<file path="src/rtl/uart_rx_pkg.sv">
// Shared definitions for the COM-link receiver: state encodings, default
// line parameters and the 2-of-3 majority helper.
package uart_rx_pkg;

  localparam int RX_STATE_WIDTH = 3;

  typedef enum logic [RX_STATE_WIDTH-1:0] {
    IDLE  = 3'd0,
    START = 3'd1,
    DATA  = 3'd2,
    STOP  = 3'd3,
    BRK   = 3'd4
  } rx_state_e;

  localparam int DEF_CLK_FREQ   = 11059200;
  localparam int DEF_BAUD       = 115200;
  localparam int DEF_OVERSAMPLE = 16;

  // Bit value decided from three mid-bit samples; one corrupted sample is outvoted.
  function automatic logic maj3(input logic a, input logic b, input logic c);
    return (a & b) | (a & c) | (b & c);
  endfunction

endpackage

</file>
<file path="src/rtl/uart_rx_if.sv">
// Receiver-facing signal bundle: raw serial line in, received byte and status out.
interface uart_rx_if;
  logic       com_RxD;
  logic [7:0] data_out;
  logic       data_ready;
  logic       frame_error;
  logic       busy;

  modport master (output com_RxD, input data_out, data_ready, frame_error, busy);
  modport slave  (input com_RxD, output data_out, data_ready, frame_error, busy);
endinterface

</file>
<file path="src/rtl/uart_rx_baud_tick_gen.sv">
// Oversampling tick source: one-cycle tick every DIVISOR clocks, with a
// synchronous restart so the tick phase can be aligned to a start edge.
module baud_tick_gen #(
  parameter int DIVISOR = 6
) (
  input  logic clk,
  input  logic rst,
  input  logic restart,
  output logic tick
);
  localparam int CW = $clog2(DIVISOR);
  localparam logic [CW-1:0] LAST = CW'(DIVISOR - 1);

  logic [CW-1:0] cnt_q, cnt_d;

  // Next count: wrap after LAST, or jump back to 0 on restart.
  always_comb begin
    cnt_d = cnt_q + 1'b1;
    if (restart || (cnt_q == LAST)) cnt_d = '0;
  end

  // Counter register.
  always_ff @(posedge clk or posedge rst) begin
    if (rst) cnt_q <= '0;
    else     cnt_q <= cnt_d;
  end

  assign tick = (cnt_q == LAST);
endmodule

</file>
<file path="src/rtl/uart_rx.sv">
// COM-link serial receiver: synchronises the line, oversamples each bit,
// majority-votes the mid-bit samples and validates start and stop bits.
module uart_rx
  import uart_rx_pkg::*;
#(
  parameter int CLK_FREQ   = DEF_CLK_FREQ,
  parameter int BAUD       = DEF_BAUD,
  parameter int OVERSAMPLE = DEF_OVERSAMPLE
) (
  input  logic      clk,
  input  logic      rst,
  uart_rx_if.slave  bus
);
  localparam int DIVISOR = CLK_FREQ / (BAUD * OVERSAMPLE);
  localparam int TCW     = $clog2(OVERSAMPLE);
  // tc counts ticks already elapsed in the bit, so the tick that brings the
  // bit to its 7th/8th/9th tick (at OVERSAMPLE=16) sees tc = 6/7/8.
  localparam logic [TCW-1:0] TC_S0  = TCW'(OVERSAMPLE/2 - 2);
  localparam logic [TCW-1:0] TC_S1  = TCW'(OVERSAMPLE/2 - 1);
  localparam logic [TCW-1:0] TC_DEC = TCW'(OVERSAMPLE/2);
  localparam logic [TCW-1:0] TC_END = TCW'(OVERSAMPLE - 1);

  if ((OVERSAMPLE % 2) != 0 || OVERSAMPLE < 8) begin : g_bad_os
    $error("uart_rx: OVERSAMPLE must be even and >= 8");
  end
  if (DIVISOR < 2 || (CLK_FREQ % (BAUD * OVERSAMPLE)) != 0) begin : g_bad_div
    $error("uart_rx: CLK_FREQ/(BAUD*OVERSAMPLE) must be a whole number >= 2");
  end

  rx_state_e     state_q, state_d;
  logic [1:0]    sync_q;
  logic          rxs, tick, restart, maj;
  logic          decide, bit_end;
  logic [TCW-1:0] tc_q;
  logic [2:0]    bidx_q;
  logic [7:0]    shreg_q;
  logic          smp0_q, smp1_q;
  logic [7:0]    data_out_q, data_out_d;
  logic          data_ready_q, data_ready_d;
  logic          frame_error_q, frame_error_d;

  // Two-flop synchroniser on the raw line; idles at 1.
  always_ff @(posedge clk or posedge rst) begin
    if (rst) sync_q <= 2'b11;
    else     sync_q <= {sync_q[0], bus.com_RxD};
  end
  assign rxs = sync_q[1];

  assign restart = (state_q == IDLE) && !rxs;
  assign decide  = tick && (tc_q == TC_DEC);
  assign bit_end = tick && (tc_q == TC_END);
  assign maj     = maj3(smp0_q, smp1_q, rxs);

  baud_tick_gen #(.DIVISOR(DIVISOR)) u_tick (
    .clk     (clk),
    .rst     (rst),
    .restart (restart),
    .tick    (tick)
  );

  // FSM state register.
  always_ff @(posedge clk or posedge rst) begin
    if (rst) state_q <= IDLE;
    else     state_q <= state_d;
  end

  // FSM next-state logic.
  always_comb begin
    state_d = state_q;
    unique case (state_q)
      IDLE:  if (!rxs) state_d = START;
      START: begin
        if (decide && maj) state_d = IDLE;
        else if (bit_end)  state_d = DATA;
      end
      DATA:  if (bit_end && (bidx_q == 3'd7)) state_d = STOP;
      STOP:  if (decide) state_d = maj ? IDLE : BRK;
      BRK:   if (rxs) state_d = IDLE;
      default: state_d = IDLE;
    endcase
  end

  // FSM outputs: byte hand-off or framing error at the stop-bit decision.
  always_comb begin
    data_out_d    = data_out_q;
    data_ready_d  = 1'b0;
    frame_error_d = 1'b0;
    if ((state_q == STOP) && decide) begin
      if (maj) begin
        data_ready_d = 1'b1;
        data_out_d   = shreg_q;
      end else begin
        frame_error_d = 1'b1;
      end
    end
  end

  // Registered outputs, cleared asynchronously.
  always_ff @(posedge clk or posedge rst) begin
    if (rst) begin
      data_out_q    <= 8'h00;
      data_ready_q  <= 1'b0;
      frame_error_q <= 1'b0;
    end else begin
      data_out_q    <= data_out_d;
      data_ready_q  <= data_ready_d;
      frame_error_q <= frame_error_d;
    end
  end

  // Bit timing, mid-bit samples and LSB-first shift register; held clear while idle.
  always_ff @(posedge clk) begin
    if (state_q == IDLE) begin
      tc_q   <= '0;
      bidx_q <= 3'd0;
    end else if (tick) begin
      tc_q <= (tc_q == TC_END) ? '0 : tc_q + 1'b1;
      if (tc_q == TC_S0) smp0_q <= rxs;
      if (tc_q == TC_S1) smp1_q <= rxs;
      if ((state_q == DATA) && (tc_q == TC_DEC)) shreg_q <= {maj, shreg_q[7:1]};
      if ((state_q == DATA) && (tc_q == TC_END)) bidx_q  <= bidx_q + 3'd1;
    end
  end

  assign bus.data_out    = data_out_q;
  assign bus.data_ready  = data_ready_q;
  assign bus.frame_error = frame_error_q;
  assign bus.busy        = (state_q != IDLE);
endmodule

</file>
<file path="src/flat_wrapper.sv">
// flat-port wrapper written by rule: the top's interface ports become plain ports
module uart_rx_flat import uart_rx_pkg::*;
#(
  parameter int CLK_FREQ   = DEF_CLK_FREQ,
  parameter int BAUD       = DEF_BAUD,
  parameter int OVERSAMPLE = DEF_OVERSAMPLE
)
  (clk, rst, bus_com_RxD, bus_data_out, bus_data_ready, bus_frame_error, bus_busy);
  uart_rx_if bus_i ();
  input  logic clk;
  input  logic rst;
  input wire logic [$bits(bus_i.com_RxD)-1:0] bus_com_RxD;
  output wire logic [$bits(bus_i.data_out)-1:0] bus_data_out;
  output wire logic [$bits(bus_i.data_ready)-1:0] bus_data_ready;
  output wire logic [$bits(bus_i.frame_error)-1:0] bus_frame_error;
  output wire logic [$bits(bus_i.busy)-1:0] bus_busy;
  assign bus_i.com_RxD = bus_com_RxD;
  assign bus_data_out = bus_i.data_out;
  assign bus_data_ready = bus_i.data_ready;
  assign bus_frame_error = bus_i.frame_error;
  assign bus_busy = bus_i.busy;
  uart_rx #(.CLK_FREQ(CLK_FREQ), .BAUD(BAUD), .OVERSAMPLE(OVERSAMPLE)) u_core (.clk(clk), .rst(rst), .bus(bus_i));
endmodule
</file>
<file path="config.mk">
export PLATFORM = sky130hd
export DESIGN_NAME = uart_rx_flat
export DESIGN_NICKNAME = d
export VERILOG_FILES = /design/src/rtl/uart_rx_pkg.sv /design/src/rtl/uart_rx_if.sv /design/src/rtl/uart_rx_baud_tick_gen.sv /design/src/rtl/uart_rx.sv /design/src/flat_wrapper.sv
export SDC_FILE = /design/constraint.sdc
export NUM_CORES = 1
export LEC_CHECK = 0
export ABC_AREA = 1
export CAP_MARGIN = 5
export CORE_MARGIN = 2
export CORE_UTILIZATION = 56
export DETAILED_ROUTE_END_ITERATION = 7
export PLACE_DENSITY = 0.84
export SLEW_MARGIN = 5
export SYNTH_ARGS = -nofsm -noshare
export SYNTH_HDL_FRONTEND = slang
export SYNTH_SLANG_ARGS = --single-unit
</file>
<file path="constraint.sdc">
create_clock -name clk -period 1.9 [get_ports clk]
set_input_delay 0.38 -clock clk [delete_from_list [all_inputs] [get_ports clk]]
set_output_delay 0.38 -clock clk [all_outputs]
set_load 0.02 [all_outputs]
</file>
==> results_dict.tcl, run 1 <==
set metrics [dict create \
    status "complete, no violations" \
    switching_share_pct 21.6 \
    whs_ns 0.340 \
    synth_cells 155 \
    yosysSeqAreaShare_pct 57.3 \
    cts_sinks 35 \
    synth_area_leaders "dfrtp_1 26%, edfxtp_1 19%, nand2_1 11%" \
    r2r_start "u_core.u_tick.cnt_q[1]" \
    min_path_type "input port to async pin" \
    die_w_um 56.7 \
    dieHeight_um 56.7 \
    wirelength_mm 2.79 \
    path_class "flop to primary output" \
    gp_congestion 0.841 \
    final_nets 188 \
    synth_top_area_share_pct 25.7 \
    grt_pass1_wl_mm 4.82 \
    hold_viol_final 0 \
    nFillCells 231 \
    finClkSkew_ns 0.00896 \
    drt_iter0_markers 33 \
    critPathMaxFanout 4 \
    period_share_pct 91.8 \
    drive_above_1_share_pct 20.1 \
    post_drt_wl_per_cell_um 13.3 \
    clock_path_buffers 2 \
    grt_setup_unrepaired "false" \
    r2r_setup_slack_ns 0.40 \
    dp_hpwl_mm 2.09 \
    p_switching_uw 255 \
    cts.clk_slew.worst_paths_ns 0.10 \
    ys.warnings.count 0 \
    htree_levels 2 \
    io_buffers 13 \
    fmax_mhz 574 \
    rows 19 \
    arrival_ns 1.36 \
    end_kind "primary output" \
    antenna_found_initial 0 \
    ys.flop_type "dfrtp_1" \
    critPathLaunchType "flop" \
    drc 0 \
    synth_nets 165 \
    synth-seq-cells 35 \
    regToRegEndpoint "u_core.shreg_q[1]" \
    power.leakage_nw 0.859 \
    core_sq_um 2710 \
    slew_headroom_pct 80.7 \
    sequentialPowerShare_pct 65.9 \
    cts_buffers 5 \
    synth_most_common_cell "nand2_1" \
    firstDrtPassIters 4 \
    synth_area_sq_um 1560 \
    io_pins 14 \
    diodes 0 \
    synth_edf_count 10 \
    fin_area_sq_um 1800 \
    synth.distinct_cells 29 \
    yosys.area.top_type "dfrtp_1" \
    start_util_pct 57.5 \
    slew_viol_final 0 \
    ir_drop_mv 0.516 \
    powerDensity_nw_per_um2 656 \
    setup_viol 0 \
    worstMarginPinSlew_ns 0.289 \
    synth.avg_cell_area_sq_um 10.0 \
    finalSetupTns_ns 0 \
    pwr-share-clk_pct 32.5 \
    grt_max_degree 19 \
    vias_per_cell 5.20 \
    areaGrowthSynthToFinish_pct 15.4 \
    ys_async_sr_fraction_pct 51.4 \
    ys_top_cells_by_count "44 x nand2_1, 16 x dfrtp_1, 15 x nor2_1" \
    dpl_cell_area_sq_um 1750 \
    critPathLaunch "u_core.state_q[1]" \
    grt_pass1_vias 1099 \
    crit_required_ns 1.52 \
    grtUsageTotal_pct 20.4 \
    pwr-share-comb_pct 1.6 \
    clk_latency_ns 0.34 \
    root_buffer "clkbuf_4" \
    min_period_ns 1.74 \
    cts_tree "yes" \
    die_area_sq_um 3220 \
    internal_power_uw 925 \
    grt-ovfl-total 0 \
    ff2ff_path_depth 7 \
    num_vias 1093 \
    max-cap-violations 0 \
    antenna_left 0 \
]
## worst max-delay path, stage by stage (launching register included)
cell and delay [ns]:
dfrtp_1 0.42, nor2_1 0.21, nand2_2 0.08, dlygate4sd2_1 0.32
## state kept, by name, indices dropped and copies added (netlist names), 2 cells and up
signal	cells
u_core.tc_q	4
u_core.bidx_q	3
u_core.sync_q	2
u_core.bus.data_out	8
u_core.shreg_q	8
u_core.state_q	3
u_core.u_tick.cnt_q	3
## cells in the final DEF (no fill, tap or decap), types with 4 or more instances in the layout
cell type        instances
inv_1                    8
nand2_2                  5
nand2_1                 44
clkbuf_4                 5
dfxtp_1                  7
clkdlybuf4s50_1         12
nand3_1                  9
ha_1                     7
dfrtp_1                 16
nor2_1                  15
inv_2                    4
edfxtp_1                10
## worst max-delay path by stage
| stage | end | slack, ns | depth (start not counted) |
|---|---|---|---|
| final | bus_busy | 0.16 | 3 |
| after global routing | bus_busy | 0.08 | 3 |
| after floorplan | u_core.shreg_q[0] | 0.32 | 6 |
| after CTS | bus_busy | 0.14 | 3 |
| after global placement | bus_busy | 0.32 | 3 |
| after detailed placement | bus_busy | 0.30 | 3 |
## final cells by class
cell class,count,area (sq um),area share (%)
multi-input cells,105,601,33.4
flip-flops and latches,35,893,49.7
inverters,15,63.8,3.55
clock inverters,1,5.00,0.278
repair buffers,16,151,8.42
well taps,31,38.8,2.16
clock buffers,7,45.0,2.51
## cells by family after synthesis
logic type	synth area share, %
simple gates	28.7
flops	57.3
buf+inv	4.10
compound gates	3.70
fa+ha+maj	5.62
xor+xnor	0.562
## metrics by stage
stage	util, %	power (mW)	cells	setup slack [ns]
6_report	66.3	1.18	210	0.156
5_1_grt	66.3	1.22	210	0.0765
4_1_cts	66.3	1.19	210	0.140
3_5_place_dp	64.5	0.813	202	0.304
3_3_place_gp	64.5	0.811	202	0.318
2_1_floorplan	-	0.802	155	0.323
## what timing repair did
item | CTS | global route
gates resized for setup | 1 | 0
setup endpoints to repair | 1 | 0
endpoints found under the hold margin | 0 | 0
setup buffers | 0 | 0
hold buffers | 0 | 0
## layer usage
metal	routed length (um)	GRT usage [%]	vias to the layer above	share of wire, %
met5	0	0	-	0
met4	45	11.0	0	1.6
met3	123	7.37	6	4.4
met2	1460	35.7	25	52
met1	1170	21.1	517	42
li1	-	-	545	-
## power groups by stage
stage | Sequential [mW] | Clock (mW) | Combinational [mW]
finish | 0.778 | 0.384 | 0.0185
global placement | 0.793 | 0 | 0.0180
global route | 0.778 | 0.422 | 0.0210
detailed placement | 0.793 | 0 | 0.0192
floorplan | 0.792 | 0 | 0.0103
CTS | 0.778 | 0.390 | 0.0192
(Power assumes the default switching activity.)
==> run 2, diff against run 1 <==
- SKIP_CTS_REPAIR_TIMING: not set -> 1
==> results_dict.tcl, run 2 (synthesis gave the netlist of run 1 again) <==
set metrics [dict create \
    arrival_ns 1.32 \
    period_share_pct 89.6 \
    drive_above_1_share_pct 21.2 \
    gp_congestion 0.841 \
    rows 19 \
    io_pins 14 \
    drc 0 \
    clock_path_buffers 2 \
    antenna_found_initial 0 \
    num_vias 1098 \
    ir_drop_mv 0.514 \
    clk_latency_ns 0.34 \
    hold_viol_final 0 \
    grtUsageTotal_pct 20.4 \
    path_class "flop to primary output" \
    firstDrtPassIters 4 \
    antenna_left 0 \
    diodes 0 \
    grt_pass1_wl_mm 4.82 \
    post_drt_wl_per_cell_um 13.3 \
    fin_cells 210 \
    cts_buffers 5 \
    root_buffer "clkbuf_4" \
    min_period_ns 1.70 \
    max-cap-violations 0 \
    dpl_cell_area_sq_um 1750 \
    grt_setup_unrepaired "false" \
    finalSetupTns_ns 0 \
    slew_viol_final 0 \
    crit_required_ns 1.52 \
    dp.cells 202 \
    grt_max_degree 19 \
    end_kind "primary output" \
    status "complete, no violations" \
    finalPower_mw 1.18 \
    whs_ns 0.338 \
    cts.clk_slew.worst_paths_ns 0.10 \
    die_area_sq_um 3220 \
    min_path_type "input port to async pin" \
    crit_buf_inv 1 \
    slew_headroom_pct 80.7 \
    dp_hpwl_mm 2.09 \
    critPathMaxFanout 2 \
    io_buffers 13 \
    vias_per_cell 5.23 \
    core_sq_um 2710 \
    drt_iter0_markers 33 \
    grt_pass1_vias 1099 \
    cts_sinks 35 \
    powerDensity_nw_per_um2 654 \
    fin_area_sq_um 1810 \
    worstMarginPinSlew_ns 0.289 \
    die_w_um 56.7 \
    final_nets 188 \
    r2r_setup_slack_ns 0.40 \
    setup_viol 0 \
    wirelength_mm 2.79 \
    fmax_mhz 588 \
    power.leakage_nw 0.858 \
    start_util_pct 57.5 \
    grt-ovfl-total 0 \
    final_cell_mix "44 x nand2_1, 15 x dfrtp_1, 14 x nor2_1" \
    dieHeight_um 56.7 \
    path_cells "clkdlybuf4s50_1" \
    cts_tree "yes" \
    areaGrowthSynthToFinish_pct 15.9 \
    finClkSkew_ns 0.00889 \
    crit_slowest_cell "clkdlybuf4s50_1" \
    crit_family "buffers and inverters" \
    critPathLaunchType "flop" \
    final_common_cell "nand2_1" \
    htree_levels 2 \
    worst_path_largest_cell_delay_ns 0.61 \
]
[run 2: final timing paths]
check                                  startpoint                      to  cells after the start
hold reg to reg                  u_core.sync_q[0]        u_core.sync_q[1]                      0
min in group clk                 u_core.sync_q[0]        u_core.sync_q[1]                      0
hold / removal                                rst  u_core.u_tick.cnt_q[2]                      3
setup reg to reg           u_core.u_tick.cnt_q[1]       u_core.shreg_q[1]                      7
max in group asynchronous                     rst        u_core.sync_q[1]                      3
setup / recovery           u_core.bus.data_out[7]         bus_data_out[7]                      1
[run 2: area by class of cell]
type / count / area, sq um
tap: 31 / 38.8
clock inverter: 1 / 5.00
inverter: 15 / 63.8
timing repair buffer: 16 / 155
fill: 227 / 905
multi-input combinational: 105 / 603
sequential: 35 / 895
clock buffer: 7 / 45.0
[run 2: metrics by stage]
step | worst slack, ns | util [%]
after CTS | -0.0809 | 66.4
after detailed placement | 0.304 | 64.5
after floorplan | 0.323 | -
after global placement | 0.318 | 64.5
final | 0.198 | 66.6
after global routing | 0.149 | 66.6
[run 2: routing by layer]
layer	vias to the layer above	track usage [%]	share of wire [%]
met4	0	11.0	1.6
met3	6	7.37	4.2
li1	547	-	-
met5	-	0	0
met1	523	21.1	42
met2	22	35.7	52
[run 2: power breakdown]
part / switching, mW / internal [mW]
combinational: 0.0118 / 0.00659
sequential: 0.00358 / 0.774
clock: 0.240 / 0.144
==> run 3, diff against run 2 <==
--- a/config.mk
+++ b/config.mk
@@ -7,8 +7,7 @@
 export LEC_CHECK = 0
-export ABC_AREA = 1
 export CAP_MARGIN = 5
 export CORE_MARGIN = 2
-export CORE_UTILIZATION = 56
+export CORE_UTILIZATION = 55
 export DETAILED_ROUTE_END_ITERATION = 7
-export PLACE_DENSITY = 0.84
+export PLACE_DENSITY = 0.83
 export SKIP_CTS_REPAIR_TIMING = 1
==> constraint.sdc (replaced) <==
create_clock -name clk -period 1.9 [get_ports clk]
set_input_delay 0.19 -clock clk [delete_from_list [all_inputs] [get_ports clk]]
set_output_delay 0.19 -clock clk [all_outputs]
set_load 0.02 [all_outputs]
==> results_dict.tcl, run 3 <==
set metrics [dict create \
    ys.flop_type "dfrtp_1" \
    cts.clk_slew.worst_paths_ns 0.11 \
    synth_area_sq_um 1500 \
    slew_viol_final 0 \
    synth_cells 122 \
    ys_top_cells_by_count "16 x dfrtp_1, 10 x edfxtp_1, 9 x inv_1" \
    wirelength_mm 2.68 \
    max-cap-violations 0 \
    antenna_left 0 \
    synth_area_leaders "dfrtp_1 27%, edfxtp_1 20%, dfxtp_1 9.3%" \
    synth-seq-cells 35 \
    cts_tree "yes" \
    finClkSkew_ns 0.00925 \
    final_nets 152 \
    critPathLaunchType "flop" \
    synth.avg_cell_area_sq_um 12.3 \
    drc 0 \
    cts_buffers 5 \
    slew_headroom_pct 55.4 \
    cts_sinks 35 \
    period_share_pct 93.9 \
    path_class "flop to flop" \
    areaGrowthSynthToFinish_pct 16.8 \
    grt_setup_unrepaired "false" \
    synth_edf_count 10 \
    drt_iter0_markers 27 \
    end_kind "flop" \
    die_area_sq_um 3170 \
    ys_async_sr_fraction_pct 51.4 \
    post_drt_wl_per_cell_um 15.5 \
    crit_family "simple AND/OR/NAND/NOR gates" \
    grt_pass1_vias 993 \
    fmax_mhz 561 \
    arrival_ns 2.03 \
    setup_viol 0 \
    fin_area_sq_um 1760 \
    worstMarginPinSlew_ns 0.669 \
    path_cells "inv_1 > ha_1 > nand3_2 > or2_4 > or3_4 > o311ai_1" \
    synth_most_common_cell "dfrtp_1" \
    min_path_type "input port to flop" \
    drive_above_1_share_pct 23.8 \
    core_sq_um 2540 \
    start_util_pct 59.1 \
    synth_nets 132 \
    firstDrtPassIters 4 \
    dpl_cell_area_sq_um 1690 \
    min_period_ns 1.78 \
    grt_pass1_wl_mm 4.55 \
    antenna_found_initial 0 \
    rows 18 \
    finalSetupTns_ns 0 \
    clock_path_buffers 2 \
    grtUsageTotal_pct 19.6 \
    io_buffers 13 \
    gp_congestion 0.879 \
    yosys.area.top_type "dfrtp_1" \
    clk_latency_ns 0.34 \
    powerDensity_nw_per_um2 673 \
    final_cell_mix "15 x dfrtp_1, 12 x clkdlybuf4s50_1, 10 x edfxtp_1" \
    num_vias 991 \
    grt_max_degree 19 \
    hold_viol_final 0 \
    critPathMaxFanout 5 \
    dp_hpwl_mm 1.94 \
    io_pins 14 \
    crit_buf_inv 1 \
    final_common_cell "dfrtp_1" \
    dieHeight_um 56.3 \
    status "complete, no violations" \
    ir_drop_mv 0.650 \
    htree_levels 2 \
    yosysSeqAreaShare_pct 59.4 \
    crit_slowest_cell "dfrtp_1" \
    power.leakage_nw 0.725 \
    synth.distinct_cells 40 \
    crit_required_ns 2.15 \
    ys.warnings.count 0 \
    synth_top_area_share_pct 26.6 \
    die_w_um 56.3 \
    grt-ovfl-total 0 \
    vias_per_cell 5.73 \
    root_buffer "clkbuf_4" \
    worst_path_largest_cell_delay_ns 0.41 \
    diodes 0 \
]
## run 3: cell count changes after synthesis, moves of 3 or more
cell | previous run | this run
nand2_1 | 44 | 7
mux2_2 | 0 | 8
nor2_1 | 15 | 8
nand3_1 | 9 | 3
nand2_2 | 5 | 0
o21ai_0 | 0 | 5
inv_2 | 4 | 0
a211oi_1 | 0 | 3
a21oi_1 | 2 | 5
nor2_4 | 3 | 0
## run 3: path summary, 6_finish.rpt
check / endpoint / from / slack (ns) / cells after the start
setup / recovery: u_core.bidx_q[1] / u_core.u_tick.cnt_q[1] / 0.12 / 6
hold / removal: u_core.sync_q[0] / bus_com_RxD / 0.24 / 1
setup reg to reg: u_core.bidx_q[1] / u_core.u_tick.cnt_q[1] / 0.12 / 6
hold reg to reg: u_core.sync_q[1] / u_core.sync_q[0] / 0.36 / 0
max in group asynchronous: u_core.state_q[0] / rst / 1.18 / 2
min in group asynchronous: u_core.u_tick.cnt_q[1] / rst / 0.25 / 2
## run 3: cell families (layout without fill, tap and decap cells)
logic type | Yosys count | count (layout) | share of synthesized area, %
mux | 8 | 8 | 5.99
xor+xnor | 2 | 2 | 1.16
fa+ha+maj | 8 | 8 | 6.49
buf+inv | 13 | 34 | 3.58
simple gates | 35 | 35 | 13.9
flops | 35 | 35 | 59.4
compound gates | 21 | 21 | 9.48
## run 3: per-layer routing
layer / vias up / GRT usage (%) / wire length, um
li1: 472 / - / -
met3: 7 / 7.83 / 130
met1: 490 / 22.8 / 1110
met2: 22 / 31.6 / 1360
met4: 0 / 9.18 / 76
met5: - / 0 / 0
## run 3: through the flow
stage	utilization [%]	power, mW	worst slack [ns]	hold slack, ns	instances
after global placement	66.3	0.808	0.213	0.348	165
after floorplan	-	0.801	0.203	0.127	122
after detailed placement	66.3	0.810	0.127	0.351	165
after global routing	69.0	1.24	0.0259	0.211	173
final	69.0	1.18	0.117	0.242	173
after CTS	68.4	1.20	-0.162	0.225	173
## run 3: power by group
part           switching, mW  internal [mW]
Sequential           0.00260          0.774
Combinational         0.0108        0.00530
Clock                  0.248          0.143
## run 3: area by class of cell
class | instances | area [sq um]
flip-flops and latches | 35 | 895
fillers | 184 | 788
multi-input cells | 74 | 574
repair buffers | 17 | 163
clock buffers | 6 | 41.3
well taps | 30 | 37.5
inverters | 9 | 33.8
clock inverters | 2 | 12.5
## run 3: worst reg2reg max path, stage by stage, from the launching register on
cell      delay, ns
dfrtp_1        0.41
inv_1          0.07
ha_1           0.18
nand3_2        0.13
or2_4          0.30
or3_4          0.35
o311ai_1       0.25
